File: src/rtl/timer_pkg.sv
// Shared definitions for the kitchen-timer control stage: state encoding
// and the mod-60 BCD digit-pair increment.
package timer_pkg;

    localparam logic [2:0] ST_IDLE  = 3'd0;
    localparam logic [2:0] ST_LOAD  = 3'd1;
    localparam logic [2:0] ST_RUN   = 3'd2;
    localparam logic [2:0] ST_PAUSE = 3'd3;
    localparam logic [2:0] ST_ALARM = 3'd4;

    typedef enum logic [2:0] {
        IDLE  = ST_IDLE,
        LOAD  = ST_LOAD,
        RUN   = ST_RUN,
        PAUSE = ST_PAUSE,
        ALARM = ST_ALARM
    } state_t;

    // {tens, ones} BCD increment: x9 -> (x+1)0, 59 -> 00.
    function automatic logic [7:0] bcd60_inc(input logic [7:0] value);
        logic [3:0] tens;
        logic [3:0] ones;
        tens = value[7:4];
        ones = value[3:0];
        if (ones >= 4'd9) begin
            ones = 4'd0;
            if (tens >= 4'd5) begin
                tens = 4'd0;
            end else begin
                tens = tens + 4'd1;
            end
        end else begin
            ones = ones + 4'd1;
        end
        return {tens, ones};
    endfunction

endpackage

File: src/rtl/bcd60_set_reg.sv
// Two-digit BCD set register (00..59) with increment and clear; clear wins.
module bcd60_set_reg
    import timer_pkg::*;
(
    input  logic       clk,
    input  logic       reset_p,
    input  logic       inc,
    input  logic       clear,
    output logic [3:0] tens,
    output logic [3:0] ones
);

    logic [7:0] value_reg;
    logic [7:0] value_next;

    always_comb begin
        value_next = value_reg;
        if (clear) begin
            value_next = 8'h00;
        end else if (inc) begin
            value_next = bcd60_inc(value_reg);
        end
    end

    always_ff @(posedge clk) begin
        if (reset_p) begin
            value_reg <= 8'h00;
        end else begin
            value_reg <= value_next;
        end
    end

    assign tens = value_reg[7:4];
    assign ones = value_reg[3:0];

endmodule

File: src/rtl/cook_timer_ctrl.sv
// Kitchen-timer control: edits the MM:SS set value, loads and gates the
// external BCD down counters, and raises a timed alarm at 00:00.
module cook_timer_ctrl
    import timer_pkg::*;
#(
    parameter int ALARM_SEC = 10
) (
    input  logic       clk,
    input  logic       reset_p,
    input  logic       tick_sec,
    input  logic       btn_start,
    input  logic       btn_sec,
    input  logic       btn_min,
    input  logic       btn_clear,
    input  logic [3:0] cnt_sec1,
    input  logic [3:0] cnt_sec10,
    input  logic [3:0] cnt_min1,
    input  logic [3:0] cnt_min10,
    output logic [3:0] set_sec1,
    output logic [3:0] set_sec10,
    output logic [3:0] set_min1,
    output logic [3:0] set_min10,
    output logic       load_enable,
    output logic       sec_tick_out,
    output logic       running,
    output logic       alarm
);

    localparam logic [5:0] ALARM_LAST = 6'(ALARM_SEC - 1);

    state_t     state_reg;
    logic [5:0] alarm_cnt_reg;

    logic zero;
    logic set_nonzero;
    logic in_idle;
    logic edit_clear;
    logic edit_sec;
    logic edit_min;

    assign zero        = (cnt_sec1 == 4'd0) && (cnt_sec10 == 4'd0) &&
                         (cnt_min1 == 4'd0) && (cnt_min10 == 4'd0);
    assign set_nonzero = |{set_sec1, set_sec10, set_min1, set_min10};
    assign in_idle     = (state_reg == IDLE);

    // Editing only in IDLE; a clear or start in the same cycle drops increments.
    assign edit_clear = in_idle & btn_clear;
    assign edit_sec   = in_idle & ~btn_clear & ~btn_start & btn_sec;
    assign edit_min   = in_idle & ~btn_clear & ~btn_start & btn_min;

    bcd60_set_reg u_set_sec (
        .clk     (clk),
        .reset_p (reset_p),
        .inc     (edit_sec),
        .clear   (edit_clear),
        .tens    (set_sec10),
        .ones    (set_sec1)
    );

    bcd60_set_reg u_set_min (
        .clk     (clk),
        .reset_p (reset_p),
        .inc     (edit_min),
        .clear   (edit_clear),
        .tens    (set_min10),
        .ones    (set_min1)
    );

    always_ff @(posedge clk) begin
        if (reset_p) begin
            state_reg     <= IDLE;
            alarm_cnt_reg <= 6'd0;
        end else begin
            case (state_reg)
                IDLE: begin
                    alarm_cnt_reg <= 6'd0;
                    if (!btn_clear && btn_start && set_nonzero) begin
                        state_reg <= LOAD;
                    end
                end
                LOAD: begin
                    state_reg <= RUN;
                end
                RUN: begin
                    alarm_cnt_reg <= 6'd0;
                    if (btn_clear) begin
                        state_reg <= IDLE;
                    end else if (zero) begin
                        state_reg <= ALARM;
                    end else if (btn_start) begin
                        state_reg <= PAUSE;
                    end
                end
                PAUSE: begin
                    if (btn_clear) begin
                        state_reg <= IDLE;
                    end else if (btn_start) begin
                        state_reg <= RUN;
                    end
                end
                ALARM: begin
                    if (btn_clear) begin
                        state_reg     <= IDLE;
                        alarm_cnt_reg <= 6'd0;
                    end else if (tick_sec) begin
                        if (alarm_cnt_reg >= ALARM_LAST) begin
                            state_reg     <= IDLE;
                            alarm_cnt_reg <= 6'd0;
                        end else begin
                            alarm_cnt_reg <= alarm_cnt_reg + 6'd1;
                        end
                    end
                end
                default: begin
                    state_reg     <= IDLE;
                    alarm_cnt_reg <= 6'd0;
                end
            endcase
        end
    end

    assign load_enable  = (state_reg == LOAD);
    assign running      = (state_reg == LOAD) || (state_reg == RUN);
    assign alarm        = (state_reg == ALARM);
    // Same-cycle forwarding so the counters decrement on the real tick.
    assign sec_tick_out = tick_sec & (state_reg == RUN) & ~zero;

endmodule

File: config.mk
export PLATFORM = sky130hd
export DESIGN_NAME = cook_timer_ctrl
export DESIGN_NICKNAME = d
export VERILOG_FILES = /design/src/rtl/timer_pkg.sv /design/src/rtl/bcd60_set_reg.sv /design/src/rtl/cook_timer_ctrl.sv
export SDC_FILE = /design/constraint.sdc
export NUM_CORES = 1
export LEC_CHECK = 0
export CAP_MARGIN = 15
export CORE_ASPECT_RATIO = 0.75
export CORE_MARGIN = 2
export CORE_UTILIZATION = 40
export DETAILED_ROUTE_END_ITERATION = 6
export DONT_BUFFER_PORTS = 1
export GPL_TIMING_DRIVEN = 0
export HOLD_SLACK_MARGIN = 0.05
export SETUP_SLACK_MARGIN = 0.1
export SYNTH_ARGS = -nofsm -noshare
export SYNTH_HDL_FRONTEND = slang
export SYNTH_SLANG_ARGS = --single-unit
File: constraint.sdc
create_clock -name clk -period 1.8 [get_ports clk]
set_clock_uncertainty 0.05 [all_clocks]
set_input_delay 0.27 -clock clk [delete_from_list [all_inputs] [get_ports clk]]
set_output_delay 0.27 -clock clk [all_outputs]
set_load 0.005 [all_outputs]
==> results of run 1 <==
==> cell usage in the layout, fill, tap and decap left out, types with 3 or more instances in the layout <==
cell | synthesis | final
xnor2_1 | 3 | 3
nor4_1 | 4 | 4
o21ai_0 | 5 | 3
clkbuf_8 | 0 | 3
ha_1 | 18 | 18
inv_1 | 15 | 13
nor2_1 | 19 | 17
dfxtp_2 | 0 | 7
dfxtp_1 | 25 | 14
nand2_1 | 7 | 7
buf_4 | 1 | 4
and4b_1 | 4 | 4
and2_1 | 3 | 3
nand3_1 | 5 | 5
nand2b_1 | 6 | 5
nor3_1 | 3 | 3
dfxtp_4 | 0 | 4
mux2i_1 | 3 | 3
a21oi_1 | 10 | 10
==> final cells by class <==
cell class              count  area (µm²)  area share
multi-input cells         128        1040      0.5767
inverters                  15       56.30     0.03123
plain buffers               6       50.05     0.02776
clock buffers               4       45.04     0.02498
flip-flops and latches     25       524.3      0.2908
repair buffers              3       22.52     0.01249
well taps                  52       65.06     0.03609
==> through the flow <==
stage | instance area [µm²] | cells | worst slack [ps] | setup TNS, ps | hold WS [ps]
CTS | 1710 | 230 | 48.26 | 0 | 52.74
detailed placement | 1645 | 226 | -114.9 | -114.9 | 352.0
floorplan | 1580 | 174 | 131.0 | 0 | 337.3
finish | 1803 | 233 | 170.7 | 0 | 61.84
global placement | 1645 | 226 | -59.53 | -59.53 | 341.2
global route | 1803 | 233 | 43.19 | 0 | 52.63
==> how the worst max path moves through the flow <==
stage               cells past startpoint                      to
CTS                                     7            state_reg[0]
detailed placement                      6            state_reg[0]
finish                                  7            state_reg[0]
floorplan                               5  u_set_min.value_reg[6]
global placement                        6            state_reg[0]
global route                            8        alarm_cnt_reg[2]
==> critical path: stages (launching register included) <==
cell      delay (ps)
dfxtp_4          390
inv_1             60
ha_1             230
nor4bb_4         160
and4b_1          210
o21ai_1          150
a31oi_1          100
a311oi_1         210
==> what timing repair did <==
action                     in CTS  in global routing
setup endpoints to repair       5                 15
pin swaps                       1                  9
gates resized for setup         9                 26
setup buffers                   0                  3
==> where the power goes <==
group / total, µW / internal [µW] / switching [µW] / leakage [µW]
logic: 262 / 119 / 143 / 0.000463
registers: 575 / 560 / 14.8 / 0.000208
clock network: 335 / 159 / 177 / 0.0000228
total: 1170 / 838 / 334 / 0.000694
==> logic make-up after synthesis <==
| logic type | Yosys count | share of synthesized area |
|---|---|---|
| simple gates | 69 | 0.2684 |
| mux | 3 | 0.01900 |
| fa+ha+maj | 18 | 0.1425 |
| flops | 25 | 0.3167 |
| buf+inv | 21 | 0.06413 |
| xor+xnor | 5 | 0.02772 |
| compound gates | 33 | 0.1615 |
==> routing by layer <==
metal | part of all wire | up-vias | track usage
met5 | 0 | - | 0
met4 | 0.014 | 0 | 0.05714
met2 | 0.46 | 45 | 0.2604
met1 | 0.46 | 592 | 0.1857
met3 | 0.065 | 7 | 0.04448
li1 | - | 626 | -
==> metrics.md, run 1 <==
| Metric | Value |
|---|---|
| Final Core Density | `0.4831` |
| Number of unique standard cell types used by synthesis | `48` |
| Slew @ Worst Pin | `337.0 ps` |
| Clk sinks | `25` |
| DRC Markers | `0` |
| Total grt overflow | `0` |
| First-pass GRT wire length | `5409 µm` |
| Port bufs | `0` |
| Final net count | `223` |
| Area grow syn2layout | `14.09%` |
| Crit path DAT | `1770 ps` |
| Setup crit end kind | `register` |
| Vias in the first global route | `1213` |
| RSZ-0062 raised after global routing | `true` |
| Post-synth top cells | `dfxtp_1, nor2_1, ha_1, inv_1, a21oi_1` |
| Synth Cell Area | `1580 µm²` |
| Initial antenna violation count | `0` |
| Reg2Reg Setup Slack | `170 ps` |
| Hold endpoint | `state_reg[1]` |
| Remaining antenna violation count | `0` |
| Top_reg_cell synth | `dfxtp_1` |
| Routed WL | `3311 µm` |
| Fillcell total | `373` |
| Pins over their slew limit | `0` |
| Avg Synthesized Cell Area | `9.082 µm²` |
| DIE HEIGHT | `58.44 µm` |
| Diodes inserted | `0` |
| Max Cap Viol | `0` |
| Die Area | `4475 µm²` |
| Most frequent cell after synthesis | `dfxtp_1` |
| Worst Hold Class | `in -> reg` |
| Rows | `19` |
| Worst skew pair latency | `270 ps` |
| Post-synthesis register bit count | `25` |
| Cts bufs inserted | `3` |
| Gate Count Post-Synth | `174` |
| Crit path from | `u_set_min.value_reg[4]` |
| CTS tree | `done` |
| Hold path depth | `1` |
| Largest net degree at the start of global routing | `14` |
| Leak | `0.0006937 µW` |
| Pwr/cell area | `650.0 nW/µm²` |
| Final min period | `1629 ps` |
| Vias per cell | `5.451` |
| Initial Util | `0.4234` |
| Fmax | `0.6138 GHz` |
| Post-CTS Hold Fix Bufs | `0` |
| Outcome | `complete, no violations` |
| Clk slew on worst S/H paths | `90 ps` |
| Top cell type's share of synthesized area | `0.3167` |
| CP Launch Type | `register` |
| Final setup fails | `0` |
| Die Span X | `76.58 µm` |
| Overall Power | `1172 µW` |
| Max Buffers Root-to-Sink | `2` |
| All-Layer GR Usage | `0.1523` |
| Min-delay src | `btn_clear` |
| Final Wtd Congestion | `0.8566` |
| Total vias in the final route | `1270` |
| Ys Warns | `0` |
| Slew headroom | `0.7696` |
| Crit share post-route | `0.9051` |
| Critical R2R Launch | `u_set_min.value_reg[4]` |
| Synth async-reset ratio | `0` |
| DRT iter0 DRCs | `57` |
| Post-synthesis sequential area ratio | `0.3167` |
| Crit-path max FO | `6` |
| FF-to-FF End | `state_reg[0]` |
| DR pass1 iterations | `4` |
| R2R depth | `7` |
| Final hold viol count | `0` |
| Crit path required time | `1940 ps` |
| Cell taking the most area after synthesis | `dfxtp_1` |
| Hpwl dp | `2518 µm` |
| Wire length per cell | `14.21 µm` |
| IO Pins | `43` |
| Share of post-route cells with drive strength above 1 | `0.2431` |
| Core area | `3732 µm²` |
| CTS H-tree depth | `1` |
| Clock tree root buffer cell | `clkbuf_8` |
| Synth area leaders | `dfxtp_1, ha_1, nor2_1` |
| Number of synthesized flops with an enable pin | `0` |
| Setup CP Type | `reg -> reg` |
| Syn Nets | `215` |
| Max VDD drop | `0.0003496 V` |
Note: power is estimated with default switching activity, not from simulation.
==> inputs of run 2 (changes only) <==
CELL_PAD_IN_SITES_DETAIL_PLACEMENT = 1   (was unset)
CELL_PAD_IN_SITES_GLOBAL_PLACEMENT = 1   (was unset)
CTS_CLUSTER_DIAMETER = 80   (was unset)
PLACE_DENSITY_LB_ADDON = 0.1   (was unset)
==> run 2 against run 1 <==
Net effect: wire length is 11% higher; register-to-register slack worse by 20 ps; non-clock buffer count is 1 higher; combinational power is 5% higher; critical endpoint is now u_set_min.value_reg[6]; largest cell class unchanged; clock power hardly changed; worst hold slack better by 18 ps; die area stayed put; sequential share of layout area hardly changed.
==> metrics.md, run 2 (synthesized netlist as in run 1, its figures left out) <==
| Metric | Value |
|---|---|
| CP Launch Type | `register (unchanged)` |
| Hpwl dp | `2764 µm (was 2518 µm)` |
| R2R depth | `7 (unchanged)` |
| Outcome | `complete, no violations (unchanged)` |
| Final hold viol count | `0 (unchanged)` |
| Max Cap Viol | `0 (unchanged)` |
| Port bufs | `0 (unchanged)` |
| Share of post-route cells with drive strength above 1 | `0.2582 (was 0.2431)` |
| Clock tree root buffer cell | `clkbuf_8 (unchanged)` |
| DRT iter0 DRCs | `26 (was 57)` |
| Leak | `0.0006881 µW (was 0.0006937 µW)` |
| Total vias in the final route | `1265 (was 1270)` |
| Crit path buffers/inverters | `1 (unchanged)` |
| CTS H-tree depth | `1 (unchanged)` |
| Most common cell after layout, fill and taps aside | `nor2_1 (was ha_1)` |
| CTS tree | `done (unchanged)` |
| DIE HEIGHT | `58.44 µm (unchanged)` |
| Final min period | `1645 ps (was 1629 ps)` |
| Setup crit end kind | `register (unchanged)` |
| Largest net degree at the start of global routing | `14 (unchanged)` |
| Fillcell total | `433 (was 373)` |
| Routed WL | `3686 µm (was 3311 µm)` |
| Max VDD drop | `0.0003859 V (was 0.0003496 V)` |
| Final setup fails | `0 (unchanged)` |
| Core area | `3732 µm² (unchanged)` |
| Pins over their slew limit | `0 (unchanged)` |
| Crit path DAT | `1810 ps (was 1770 ps)` |
| Crit-path max FO | `4 (was 6)` |
| Die Area | `4475 µm² (unchanged)` |
| Wire length per cell | `15.75 µm (was 14.21 µm)` |
| First-pass GRT wire length | `5754 µm (was 5409 µm)` |
| RSZ-0062 raised after global routing | `true (unchanged)` |
| Place WS | `-156.4 ps (was -114.9 ps)` |
| Most frequent cells in the layout | `nor2_1, ha_1, dfxtp_1, inv_1, a21oi_1 (was ha_1, nor2_1, dfxtp_1, inv_1, a21oi_1)` |
| Remaining antenna violation count | `0 (unchanged)` |
| Worst skew pair latency | `260 ps (was 270 ps)` |
| DRC Markers | `0 (unchanged)` |
| Pwr/cell area | `645.9 nW/µm² (was 650.0 nW/µm²)` |
| Total grt overflow | `0 (unchanged)` |
| DR pass1 iterations | `4 (unchanged)` |
| Cts bufs inserted | `3 (unchanged)` |
| Slew headroom | `0.7349 (was 0.7696)` |
| Post-CTS Hold Fix Bufs | `0 (unchanged)` |
| CP max stage delay | `420 ps (was 390 ps)` |
| Fmax | `0.6078 GHz (was 0.6138 GHz)` |
| Worst Hold Class | `in -> reg (unchanged)` |
| Setup ws final | `154.6 ps (was 170.7 ps)` |
| Die Span X | `76.58 µm (unchanged)` |
| Post-place instance area | `1645 µm² (unchanged)` |
| Crit share post-route | `0.9141 (was 0.9051)` |
| Vias per cell | `5.406 (was 5.451)` |
| Setup CP Type | `reg -> reg (unchanged)` |
| Top delay family on crit path | `compound AO/OA/AOI/OAI gates (unchanged)` |
| Vias in the first global route | `1211 (was 1213)` |
| Worst path depth | `7 (unchanged)` |
| Max Buffers Root-to-Sink | `2 (unchanged)` |
| Crit path required time | `1960 ps (was 1940 ps)` |
| Crit-path cells | `inv_2 -> ha_1 -> nand2b_4 -> a2111oi_4 -> nand2b_1 -> a21oi_2 -> a41o_1 (was inv_1 -> ha_1 -> nor4bb_4 -> and4b_1 -> o21ai_1 -> a31oi_1 -> a311oi_1)` |
| Clk sinks | `25 (unchanged)` |
| All-Layer GR Usage | `0.1593 (was 0.1523)` |
| Slew @ Worst Pin | `387.6 ps (was 337.0 ps)` |
| Worst hold slack | `79.85 ps (was 61.84 ps)` |
| Hold path depth | `1 (unchanged)` |
| Slowest CP cell | `a2111oi_4 (was dfxtp_4)` |
| Final net count | `224 (was 223)` |
| Area grow syn2layout | `15.84% (was 14.09%)` |
| IO Pins | `43 (unchanged)` |
| Final Wtd Congestion | `0.7776 (was 0.8566)` |
| Clk slew on worst S/H paths | `90 ps (about the same)` |
| Final Core Density | `0.4904 (was 0.4831)` |
| Initial Util | `0.4234 (unchanged)` |
| Initial antenna violation count | `0 (unchanged)` |
| Rows | `19 (unchanged)` |
| Diodes inserted | `0 (unchanged)` |
| Final instance area | `1831 µm² (was 1803 µm²)` |
## run 2: cell types whose count changed in the layout (fill, tap and decap cells not counted), sizes merged
cell / change
buf: +2
clkbuf: -1
## run 2: cell type report
class	instances	area, µm²	share of cell area
Inverter	15	56.30	0.03076
Sequential cell	25	531.8	0.2905
Multi-Input combinational cell	128	1052	0.5748
Tap cell	52	65.06	0.03554
Clock buffer	4	45.04	0.02461
Timing Repair Buffer	4	30.03	0.01640
Buffer	6	50.05	0.02734
## run 2: metrics by stage
step	TNS, ps	total power [µW]	cells
2_1_floorplan	0	800.8	174
3_3_place_gp	-127.5	841.9	226
3_5_place_dp	-156.4	845.7	226
4_1_cts	0	1188	232
5_1_grt	0	1251	234
6_report	0	1182	234
## run 2: layer usage
metal,GRT usage,up-vias,wire [µm]
li1,-,635,-
met1,0.2065,603,1776
met2,0.2592,25,1679
met3,0.06442,2,208
met4,0.02338,0,21
met5,0,-,0
## run 2: what timing repair did
action / 4_1_cts / 5_1_grt
setup endpoints to repair: 7 / 15
setup buffers: 2 / 2
resized for setup: 14 / 28
pin swaps: 3 / 11
## run 2: path summary, 6_finish.rpt
kind                          startpoint                     end  slack (ps)
setup reg to reg  u_set_min.value_reg[5]  u_set_min.value_reg[6]         150
hold reg to reg         alarm_cnt_reg[4]        alarm_cnt_reg[4]         440
hold / removal                 btn_clear            state_reg[1]          80
setup / recovery  u_set_min.value_reg[5]  u_set_min.value_reg[6]         150
## run 2: report_power, final
group	internal (µW)	switching (µW)	leakage [µW]
logic	127	147	0.000456
clock network	158	177	0.0000228
registers	557	15.5	0.000209
==> inputs of run 3 (changes only) <==
==> constraint.sdc (replaced) <==
create_clock -name clk -period 1.8 [get_ports clk]
set_clock_uncertainty 0.05 [all_clocks]
set_input_delay 0.27 -clock clk [delete_from_list [all_inputs] [get_ports clk]]
set_output_delay 0.27 -clock clk [all_outputs]
set_load 0.02 [all_outputs]
==> run 3 against run 2 <==
Net effect: via count is 1.8% higher; first-iteration DRC count is 31% higher; sequential power hardly changed; core utilization is 1.7 points higher; critical path depth stayed put; critical path type unchanged; critical endpoint is now state_reg[0]; largest power group unchanged.
==> metrics.md, run 3 (synthesized netlist as in run 1, its figures left out) <==
| Metric | Value |
|---|---|
| Vias per cell | `5.435 (was 5.406)` |
| Final net count | `227 (was 224)` |
| CTS tree | `done (unchanged)` |
| Max Cap Viol | `0 (unchanged)` |
| Leak | `0.0007192 µW (was 0.0006881 µW)` |
| Slew headroom | `0.6878 (was 0.7349)` |
| Crit-path cells | `inv_2 -> ha_1 -> nor4bb_4 -> and4b_1 -> o21ai_1 -> a31oi_1 -> a311oi_1 (was inv_2 -> ha_1 -> nand2b_4 -> a2111oi_4 -> nand2b_1 -> a21oi_2 -> a41o_1)` |
| Place WS | `-162.1 ps (was -156.4 ps)` |
| Initial Util | `0.4234 (unchanged)` |
| Clk sinks | `25 (unchanged)` |
| Final Non-Filler Cells | `237 (was 234)` |
| CTS H-tree depth | `1 (unchanged)` |
| Final Core Density | `0.5075 (was 0.4904)` |
| Die Area | `4475 µm² (unchanged)` |
| Met3 GRT Util | `0.05675 (was 0.06442)` |
| Core area | `3732 µm² (unchanged)` |
| RSZ-0062 raised after global routing | `true (unchanged)` |
| Crit path DAT | `1810 ps (about the same)` |
| Crit-path max FO | `6 (was 4)` |
| Fmax | `0.5956 GHz (was 0.6078 GHz)` |
| Dpl cells | `226 (unchanged)` |
| Most common cell after layout, fill and taps aside | `nor2_1 (unchanged)` |
| Share of post-route cells with drive strength above 1 | `0.3243 (was 0.2582)` |
| CP max stage delay | `430 ps (was 420 ps)` |
| DRT iter0 DRCs | `34 (was 26)` |
| Diodes inserted | `0 (unchanged)` |
| Multi-input gate area | `1085 µm² (was 1052 µm²)` |
| Clk slew on worst S/H paths | `100 ps (was 90 ps)` |
| Worst skew pair latency | `270 ps (was 260 ps)` |
| Setup crit end kind | `register (unchanged)` |
| Setup ws final | `121.0 ps (was 154.6 ps)` |
| Vias in the first global route | `1312 (was 1211)` |
| Area grow syn2layout | `19.87% (was 15.84%)` |
| Cts bufs inserted | `3 (unchanged)` |
| DIE HEIGHT | `58.44 µm (unchanged)` |
| Crit path required time | `1930 ps (was 1960 ps)` |
| Setup CP Type | `reg -> reg (unchanged)` |
| Post-CTS Hold Fix Bufs | `0 (unchanged)` |
| Routed WL | `3806 µm (was 3686 µm)` |
| First-pass GRT wire length | `6175 µm (was 5754 µm)` |
| Crit share post-route | `0.9328 (was 0.9141)` |
| DR pass1 iterations | `3 (was 4)` |
| Wire length per cell | `16.06 µm (was 15.75 µm)` |
| Port bufs | `0 (unchanged)` |
| Initial antenna violation count | `0 (unchanged)` |
| Remaining antenna violation count | `0 (unchanged)` |
| Hpwl dp | `2799 µm (was 2764 µm)` |
| Final hold viol count | `0 (unchanged)` |
| Outcome | `complete, no violations (unchanged)` |
| Max VDD drop | `0.0002922 V (was 0.0003859 V)` |
| GRT busiest layer | `met2 (unchanged)` |
| All-Layer GR Usage | `0.1702 (was 0.1593)` |
| DRC Markers | `0 (unchanged)` |
| Total grt overflow | `0 (unchanged)` |
| Largest net degree at the start of global routing | `16 (was 14)` |
| Final Wtd Congestion | `0.7942 (was 0.7776)` |
| Met2 GRT Util | `0.2946 (was 0.2592)` |
| Most frequent cells in the layout | `nor2_1, ha_1, dfxtp_1, inv_1, buf_4 (was nor2_1, ha_1, dfxtp_1, inv_1, a21oi_1)` |
| CP Launch Type | `register (unchanged)` |
| Rows | `19 (unchanged)` |
| Slew @ Worst Pin | `467.6 ps (was 387.6 ps)` |
| Fillcell total | `430 (was 433)` |
| Total vias in the final route | `1288 (was 1265)` |
| Final setup fails | `0 (unchanged)` |
| Pins over their slew limit | `0 (unchanged)` |
| Die Span X | `76.58 µm (unchanged)` |
| Pwr/cell area | `648.5 nW/µm² (was 645.9 nW/µm²)` |
| Worst Hold Class | `in -> reg (unchanged)` |
| IO Pins | `43 (unchanged)` |
| Reg area | `531.8 µm² (unchanged)` |
| M1 GR Usage | `0.2154 (was 0.2065)` |
| Max Buffers Root-to-Sink | `2 (unchanged)` |
| Clock tree root buffer cell | `clkbuf_8 (unchanged)` |
| Slowest CP cell | `dfxtp_4 (was a2111oi_4)` |
| Final min period | `1679 ps (was 1645 ps)` |
run 3: changes by cell type in the layout (fill, tap and decap cells not counted), moves of 2 or more:
cell     delta
inv_1       -2
o21ai_0     -2
buf_4       +3
inv_4       +2
a21oi_2     +2
o21ai_1     +2
a21oi_1     -2
run 3: layer usage:
| metal | vias to the layer above | share of wire |
|---|---|---|
| met5 | - | 0 |
| met1 | 626 | 0.46 |
| met4 | 0 | 0.0045 |
| li1 | 636 | - |
| met2 | 24 | 0.48 |
| met3 | 2 | 0.056 |
run 3: area by class of cell:
| cell class | count | area share |
|---|---|---|
| buffer | 6 | 0.02642 |
| clock buffer | 3 | 0.02180 |
| clock inverter | 1 | 0.003963 |
| inverter | 15 | 0.03236 |
| multi-input combinational | 128 | 0.5727 |
| sequential | 25 | 0.2807 |
| tap | 52 | 0.03435 |
| timing repair buffer | 7 | 0.02774 |
run 3: metrics by stage:
stage	total power (µW)	cell area (µm²)	setup TNS (ps)	hold WS, ps
2_1_floorplan	824.4	1587	0	337.3
3_3_place_gp	865.0	1652	-127.8	346.1
3_5_place_dp	869.7	1652	-165.8	357.4
4_1_cts	1209	1775	0	73.77
5_1_grt	1307	1894	0	72.52
6_report	1229	1894	0	72.27
run 3: power breakdown:
part	internal (µW)	switching [µW]	total, µW
Sequential	557	18.9	576
Clock	157	188	344
Combinational	134	174	308
Total	848	381	1230
run 3: final timing paths:
kind	cells past startpoint	slack (ps)	end	startpoint
setup / recovery	7	120	state_reg[0]	u_set_sec.value_reg[4]
hold / removal	1	70	state_reg[1]	btn_clear
setup reg to reg	7	120	state_reg[0]	u_set_sec.value_reg[4]
hold reg to reg	1	450	alarm_cnt_reg[5]	alarm_cnt_reg[5]
run 3: worst max-delay path: cells and delay by family, from the launching register on:
kind / cells / cell delay, ps
AOI/OAI and AO/OA: 3 / 450
DFF: 1 / 430
and+or+nand+nor: 2 / 380
adders and majority gates: 1 / 220
buffers and inverters: 1 / 60
run 3: repair_timing:
item / 4_1_cts / 5_1_grt
pin swaps: 3 / 9
buffers inserted: 2 / 5
endpoints found under the setup margin: 14 / 15
resized for setup: 20 / 31
